==> src/rtl/cpu_contention.sv <==
// cpu_contention: T-state scheduler for the Z80 core.
//
// Turns the 3.5 MHz T-state strobe into the CPU clock enable, runs the 48K
// frame counters, generates the 50 Hz maskable interrupt and holds the CPU
// off contended accesses while the video fetcher owns the bus.
//
// Ports:
//   clock   in   system clock
//   reset   in   asynchronous reset, active low
//   ce      in   T-state strobe, one clock wide
//   mreq    in   CPU MREQ_n
//   iorq    in   CPU IORQ_n
//   a       in   CPU address bus
//   cpu_ce  out  CPU clock enable (combinational, zero latency)
//   int_n   out  maskable interrupt, active low
//   hcount  out  T-state within line
//   vcount  out  line within frame
//   stall   out  high while the scheduler is in the stall state
module cpu_contention #(
  parameter int unsigned H_TSTATES  = 224,
  parameter int unsigned V_LINES    = 312,
  parameter int unsigned INT_LEN    = 32,
  parameter int unsigned DISP_FIRST = 64,
  parameter int unsigned DISP_LINES = 192,
  parameter int unsigned CONT_START = 0
) (
  input  logic        clock,
  input  logic        reset,
  input  logic        ce,
  input  logic        mreq,
  input  logic        iorq,
  input  logic [15:0] a,
  output logic        cpu_ce,
  output logic        int_n,
  output logic [8:0]  hcount,
  output logic [8:0]  vcount,
  output logic        stall
);

  localparam logic [8:0] HLast     = 9'(H_TSTATES - 1);
  localparam logic [8:0] VLast     = 9'(V_LINES - 1);
  localparam logic [8:0] IntLen    = 9'(INT_LEN);
  localparam logic [8:0] DispFirst = 9'(DISP_FIRST);
  localparam logic [8:0] DispLines = 9'(DISP_LINES);
  localparam logic [8:0] ContStart = 9'(CONT_START);
  localparam logic [8:0] ContLen   = 9'd128;

  typedef enum logic [1:0] {
    StIdle,
    StStall,
    StBusy
  } state_e;

  state_e     state_q, state_d;
  logic [8:0] hcount_q, hcount_d;
  logic [8:0] vcount_q, vcount_d;
  logic       int_n_q, int_n_d;

  logic       cont_req;
  logic       in_win;
  logic       busy;
  logic       stall_now;
  logic [8:0] hoff;
  logic [8:0] voff;
  logic       unused_a;

  assign unused_a = ^a[13:1];

  // Contended: memory in 0x4000-0x7FFF, or any even-port I/O.
  assign cont_req = (~mreq & (a[15:14] == 2'b01)) | (~iorq & ~a[0]);

  // Offset compares avoid a constant lower-bound compare when the start is 0.
  assign hoff   = hcount_q - ContStart;
  assign voff   = vcount_q - DispFirst;
  assign in_win = (voff < DispLines) && (hoff < ContLen);
  // Video owns the bus for the first six T-states of every eight.
  assign busy   = in_win && (hoff[2:0] < 3'd6);

  // Frame counters and registered interrupt.
  always_comb begin
    hcount_d = hcount_q;
    vcount_d = vcount_q;
    int_n_d  = int_n_q;
    if (ce) begin
      int_n_d = ~((vcount_q == 9'd0) && (hcount_q < IntLen));
      if (hcount_q == HLast) begin
        hcount_d = 9'd0;
        vcount_d = (vcount_q == VLast) ? 9'd0 : vcount_q + 9'd1;
      end else begin
        hcount_d = hcount_q + 9'd1;
      end
    end
  end

  // Scheduler: stall_now is a function of the current T-state only, so a
  // line or frame wrap while stalled is re-evaluated against the new counters.
  always_comb begin
    state_d   = state_q;
    stall_now = 1'b0;
    unique case (state_q)
      StIdle: begin
        stall_now = cont_req & busy;
        if (ce && cont_req) begin
          state_d = busy ? StStall : StBusy;
        end
      end
      StStall: begin
        stall_now = busy;
        if (ce && !busy) begin
          state_d = StBusy;
        end
      end
      StBusy: begin
        // Held until the bus cycle ends; one stall at most per cycle.
        if (ce && mreq && iorq) begin
          state_d = StIdle;
        end
      end
      default: state_d = StIdle;
    endcase
  end

  always_ff @(posedge clock or negedge reset) begin
    if (!reset) begin
      state_q  <= StIdle;
      hcount_q <= 9'd0;
      vcount_q <= 9'd0;
      int_n_q  <= 1'b1;
    end else begin
      state_q  <= state_d;
      hcount_q <= hcount_d;
      vcount_q <= vcount_d;
      int_n_q  <= int_n_d;
    end
  end

  // Reset gates the enable directly so the CPU is frozen while it is held.
  assign cpu_ce = ce & reset & ~stall_now;
  assign int_n  = int_n_q;
  assign hcount = hcount_q;
  assign vcount = vcount_q;
  assign stall  = (state_q == StStall);

endmodule

==> config.mk <==
export PLATFORM = sky130hd
export DESIGN_NAME = cpu_contention
export DESIGN_NICKNAME = d
export VERILOG_FILES = /design/src/rtl/cpu_contention.sv
export SDC_FILE = /design/constraint.sdc
export NUM_CORES = 1
export LEC_CHECK = 0
export BUFFER_PORTS_ARGS = -buffer_cell sky130_fd_sc_hd__buf_2
export CAP_MARGIN = 15
export CORE_ASPECT_RATIO = 1.1
export CORE_MARGIN = 2
export CORE_UTILIZATION = 49
export DETAILED_ROUTE_END_ITERATION = 10
export GPL_TIMING_DRIVEN = 1
export PLACE_DENSITY = 0.78
export SETUP_SLACK_MARGIN = 0.05
export SYNTH_ARGS = -nofsm -noshare
export SYNTH_HDL_FRONTEND = slang
export SYNTH_SLANG_ARGS = --single-unit
export TNS_END_PERCENT = 20
==> constraint.sdc <==
create_clock -name clock -period 1.6 [get_ports clock]
set_input_delay 0.08 -clock clock [delete_from_list [all_inputs] [get_ports clock]]
set_output_delay 0.08 -clock clock [all_outputs]
set_load 0.01 [all_outputs]
==> metrics.md, run 1 <==
| Metric | Value |
|---|---|
| Arrival time worst endpoint | roughly 1.6 ns |
| Worst skew pair latency | 0.30 ns |
| Layout cells sized above 1 | 0.386 |
| Worst slew pin tran | ~0.36 ns |
| Pin count of the biggest net entering global routing | 22 |
| Synthesized area per cell | approximately 10 µm² |
| Final setup violation count | 1 |
| GRT Overall Usage | 0.224 |
| Kind of end point of the critical path | primary output |
| Async SR Flop Fraction | 1.00 |
| Die Ht | between 50 and 60 µm |
| Post-synth top cells | dfrtp_1, nand2_1, nor2_1 |
| Final Slew Violations | 0 |
| Sequential-to-total area share from yosys stat | 0.423 |
| Core area | approximately 2400 µm² |
| DP Wirelength | 2100 µm |
| Clock-pin slew on the worst setup and hold paths | 0.12 ns |
| Inst Count DP | roughly 190 |
| Worst VDD drop | between 800 and 900 µV |
| Initial antenna violation count | 0 |
| Nets | around 200 |
| Storage cell area | between 500 and 600 µm² |
| Avg WL per Cell | roughly 15 µm |
| Cell Rows | 19 |
| Number of global-route vias before repair | approximately 1.2k |
| Remaining antenna violation count | 0 |
| Layout Cells excl Fill | 202 |
| Vias after detailed routing | ~1.2k |
| Number of synthesized flops with an enable pin | 0 |
| Worst min path class | primary input to flop |
| Violated checks | negative setup slack |
| Slew HR | 0.760 |
| Fmax | about 600 MHz |
| Flops & latches, synth | 21 |
| Cell taking the most area after synthesis | dfrtp_1 |
| Power share of the clock group | 0.165 |
| DR vias/cell | approximately 5.7 |
| Clock tree from TritonCTS | yes |
| First-pass GRT wire length | about 5100 µm |
| Int Pwr | just under 1 mW |
| Top_reg_cell synth | dfrtp_1 |
| Total of max-cap violations | 0 |
| Routability Congestion | 0.796 |
| Crit path max fanout | 2 |
| FF-to-FF Start | hcount[8] |
| Post-Synthesis Cells | approximately 130 |
| Fin Clk Skew | approximately 0.0047 ns |
| Total negative slack | -0.0679 ns |
| Sw Pwr | just under 0.6 mW |
| Final Cycle Share | 1.04 |
| Worst hold path startpoint | mreq |
| Synth area leaders | dfrtp_1, ha_1, xnor2_1 |
| Final worst-path setup slack | -0.0679 ns |
| Area of the mapped netlist | roughly 1200 µm² |
| CTS Buf Count | 3 |
| Starting Density | 0.509 |
| Most common cell in the netlist | dfrtp_1 |
| Crit path from | vcount[7] |
| # clock sinks | 21 |
| IO Port Bufs | 28 |
| CTS max path bufs | 2 |
| Dpl ws | -0.00103 ns |
| Worst Path Required | about 1.5 ns |
| Status | finished with violations |
| Top-area cell type share of the netlist area | 0.402 |
| Yosys cell types | 42 |
| Final Critical Period | between 1.5 and 2 ns |
| ANT cells | 0 |
| PD cells | approximately 960 nW/µm² |
| Detailed Route Iter0 Violations | 32 |
| RSZ-0062 raised after global routing | true |
| Die ar. | a little under 3000 µm² |
| Fillers | between 150 and 200 |
| Drt total wl | around 3000 µm |
| Total congestion overflow | 0 |
| Ys Warns | 0 |
| First-pass iteration count of the detailed router | 4 |
| Die width | 52.1 µm |
| Leakage | ~0.74 nW |
| CTS H-tree lvls | 1 |
| Synth Net Count | around 150 |
| Comb pwr share | 0.363 |
| Final hold violation count | 0 |
| I/O Pins | between 40 and 50 |
| Crit path kind | flop to primary output |
| Synth-to-layout area growth | 31.9% |
| Clock Root Buffer | clkbuf_4 |
| Setup crit start kind | flop |
| DRC | 0 |
| Part of the power in registers | 0.473 |
| Switch share | 0.369 |
| Multi-input gate area | about 760 µm² |
per-stage QoR:
step	hold WS [ns]	power [mW]	area, µm²	utilization
2_1_floorplan	-0.216	1.04	1250	-
3_3_place_gp	0.0902	1.24	1480	0.606
3_5_place_dp	0.0914	1.26	1480	0.606
4_1_cts	0.125	1.54	1570	0.640
5_1_grt	0.116	1.68	1640	0.671
6_report	0.128	1.57	1640	0.671
cells by family after synthesis:
family                     after synthesis  synth area share
AOI/OAI and AO/OA                       16            0.0853
xor gates and xnor gates                10            0.0703
adders and majority gates                6            0.0602
buffers and inverters                   10            0.0432
DFF                                     21             0.423
muxes                                    3            0.0251
and+or+nand+nor                         61             0.293
area by class of cell:
type                            instances  share of cell area
Timing Repair Buffer                   44               0.162
Tap cell                               31              0.0236
Inverter                                6              0.0137
Sequential cell                        21               0.321
Clock buffer                            4              0.0160
Multi-Input combinational cell         96               0.463
routing by layer:
metal | global-route usage | part of all wire | vias up
li1 | - | - | 544
met1 | 0.272 | 0.40 | 557
met2 | 0.376 | 0.53 | 46
met3 | 0.0399 | 0.056 | 6
met4 | 0.102 | 0.011 | 0
met5 | 0 | 0 | -
cells in the final DEF, fill, tap and decap left out, types with 2 or more instances in the layout:
master     n
nand2b_1   2
dfrtp_1   19
o211ai_1   2
nor4_4     2
buf_4     14
nand2_1   12
buf_2     28
nand3_1    6
nand4_1    4
inv_1      4
nor2_1     9
or3_1      2
o21ai_0    3
ha_1       4
xor2_1     2
mux2i_1    2
nor3b_1    2
inv_2      2
nor2b_1    3
and3_1     4
clkbuf_4   3
o21ai_1    3
a21oi_1    2
xnor2_1    7
nand4b_1   2
critical path: stages (launching register included):
cell and delay (ns):
dfrtp_1 0.40, inv_2 0.07, ha_4 0.27, o2bb2ai_4 0.06, nor4_4 0.23, a21oi_1 0.11
buf_2 0.15
timing repair:
action                                 CTS  global route
setup buffers                            1             2
hold buffers                             1             0
pin swaps                                4             4
gates cloned                             0             0
gates resized for setup                  7            13
endpoints found under the hold margin   20             0
setup endpoints to repair                3            10
flip-flops by register name, indices dropped and copies added, names as in the netlist:
register  cells
int_n         1
vcount        9
hcount        9
state_q       2
path summary, 6_finish.rpt:
path	to	slack [ns]	cells past startpoint
worst max-delay path	cpu_ce	-0.07	6
worst max register to register	vcount[3]	0.05	4
min in group asynchronous	vcount[6]	0.31	3
worst min-delay path	state_q[1]	0.13	3
worst min register to register	int_n	0.53	1
max in group asynchronous	int_n	1.01	3
power by group through the flow:
stage,Clock [mW],Sequential (mW),Combinational [mW]
3_5_place_dp,0,0.740,0.523
4_1_cts,0.269,0.734,0.540
5_1_grt,0.301,0.757,0.624
2_1_floorplan,0,0.779,0.257
6_report,0.259,0.743,0.570
3_3_place_gp,0,0.728,0.509
Note: power is estimated with default switching activity, not from simulation.
==> run 2, diff against run 1 <==
Settings changed: CORE_MARGIN 2 to 3.
==> metrics.md, run 2 (same netlist as run 1, synthesis figures left out) <==
| Metric | Value |
|---|---|
| Cell Rows | 18 |
| Clock-pin slew on the worst setup and hold paths | 0.12 ns |
| Clock tree from TritonCTS | yes |
| # clock sinks | 21 |
| Crit path from | vcount[7] |
| Final Cycle Share | 1.03 |
| PD cells | 966 nW/µm² |
| Pwr Total | 1.59 mW |
| Final Slew Violations | 0 |
| CP endpoint | cpu_ce |
| Slew HR | 0.786 |
| Worst skew pair latency | around 0.32 ns |
| IO Port Bufs | 28 |
| Worst Path Required | approximately 1.5 ns |
| Total congestion overflow | 0 |
| Arrival time worst endpoint | roughly 1.6 ns |
| Nets | 201 |
| Final Cell Area | roughly 1600 µm² |
| ANT cells | 0 |
| Total negative slack | -0.0451 ns |
| Kind of end point of the critical path | primary output |
| Most frequent cells in the layout | buf_2, dfrtp_1, buf_4, nand2_1, nor2_1 |
| Worst VDD drop | about 1400 µV |
| Die width | between 50 and 60 µm |
| Final hold violation count | 0 |
| DR vias/cell | approximately 5.7 |
| Violated checks | negative setup slack |
| Fmax | between 600 and 700 MHz |
| Setup crit start kind | flop |
| DR WL met2 | approximately 1600 µm |
| Highest Signal Layer | met4 |
| Avg WL per Cell | approximately 15 µm |
| Routability Congestion | 0.868 |
| Die Ht | 58.9 µm |
| Worst slew pin tran | between 0.3 and 0.4 ns |
| CTS Buf Count | 3 |
| DRC | 0 |
| GRT Overall Usage | 0.224 |
| Met3 wire length | between 150 and 200 µm |
| Commonest non-fill, non-tap cell in the layout | buf_2 |
| FF-to-FF Start | vcount[7] |
| CTS H-tree lvls | 1 |
| Crit path kind | flop to primary output |
| DP Wirelength | between 2000 and 2500 µm |
| Core area | around 2300 µm² |
| Synth-to-layout area growth | 31.8% |
| Crit path max fanout | 2 |
| Pin count of the biggest net entering global routing | 22 |
| Leakage | 0.740 nW |
| Initial antenna violation count | 0 |
| Total of max-cap violations | 0 |
| Layout cells sized above 1 | 0.399 |
| First-pass iteration count of the detailed router | 4 |
| R2R setup slack | approximately 0.03 ns |
| Worst R2R Path Depth | 6 |
| RSZ-0062 raised after global routing | true |
| Final setup violation count | 1 |
| First-pass GRT wire length | approximately 5300 µm |
| Clock Root Buffer | clkbuf_4 |
| Fin Clk Skew | roughly 0.0022 ns |
| Die ar. | 3190 µm² |
| Dpl cell area | ~1500 µm² |
| Status | finished with violations |
| Starting Density | 0.532 |
| Detailed Route Iter0 Violations | 17 |
| I/O Pins | 42 |
| Drt total wl | about 3100 µm |
| R2R Path End | vcount[6] |
| Final worst-path setup slack | -0.0451 ns |
| Final Critical Period | between 1.5 and 2 ns |
| Number of global-route vias before repair | 1,176 |
| CTS max path bufs | 2 |
| Worst min path class | primary input to flop |
| Remaining antenna violation count | 0 |
| M1 WL | about 1300 µm |
| Vias after detailed routing | 1,165 |
run 2: worst max-delay path, stage by stage, from the launching register on:
cell       delay, ns
dfrtp_1         0.39
inv_2           0.06
ha_4            0.27
o2bb2ai_4       0.06
nor4_4          0.22
a21oi_1         0.10
buf_2           0.15
run 2: power by group:
group / switching, mW / internal, mW
clock network: 0.176 / 0.0938
logic: 0.303 / 0.281
registers: 0.108 / 0.624
run 2: area by class of cell:
cell class                 instances  area (µm²)
tap                               30        37.5
multi-input combinational         96         751
sequential                        21         527
fill                             194         699
clock buffer                       3        22.5
clock inverter                     1        5.00
inverter                           6        22.5
timing repair buffer              46         278
run 2: worst min path at each step:
stage	start	end	slack [ns]	depth (start not counted)
2_1_floorplan	reset	hcount[0]	-0.22	0
3_3_place_gp	reset	state_q[0]	0.08	2
3_5_place_dp	reset	state_q[1]	0.08	2
4_1_cts	mreq	state_q[1]	0.1	3
5_1_grt	mreq	state_q[1]	0.12	3
6_report	mreq	state_q[1]	0.1	3
run 2: metal layers:
metal,vias up,GRT usage
met1,576,0.290
met2,39,0.365
met5,-,0
met3,7,0.0329
li1,543,-
met4,0,0.0996
run 2: stage by stage:
step	utilization	setup WS, ns	cells	hold WS, ns
6_report	0.701	-0.0451	203	0.100
5_1_grt	0.701	-0.163	203	0.116
4_1_cts	0.679	-0.115	203	0.0999
3_5_place_dp	0.643	-0.00355	196	0.0850
3_3_place_gp	0.643	0.0541	196	0.0759
2_1_floorplan	-	0.0592	127	-0.216
run 2: repair_timing:
action	4_1_cts	5_1_grt
setup endpoints to repair	9	15
pin swaps	4	8
hold endpoints to repair	21	0
hold buffers	1	0
resized for setup	6	10
setup buffers	2	0
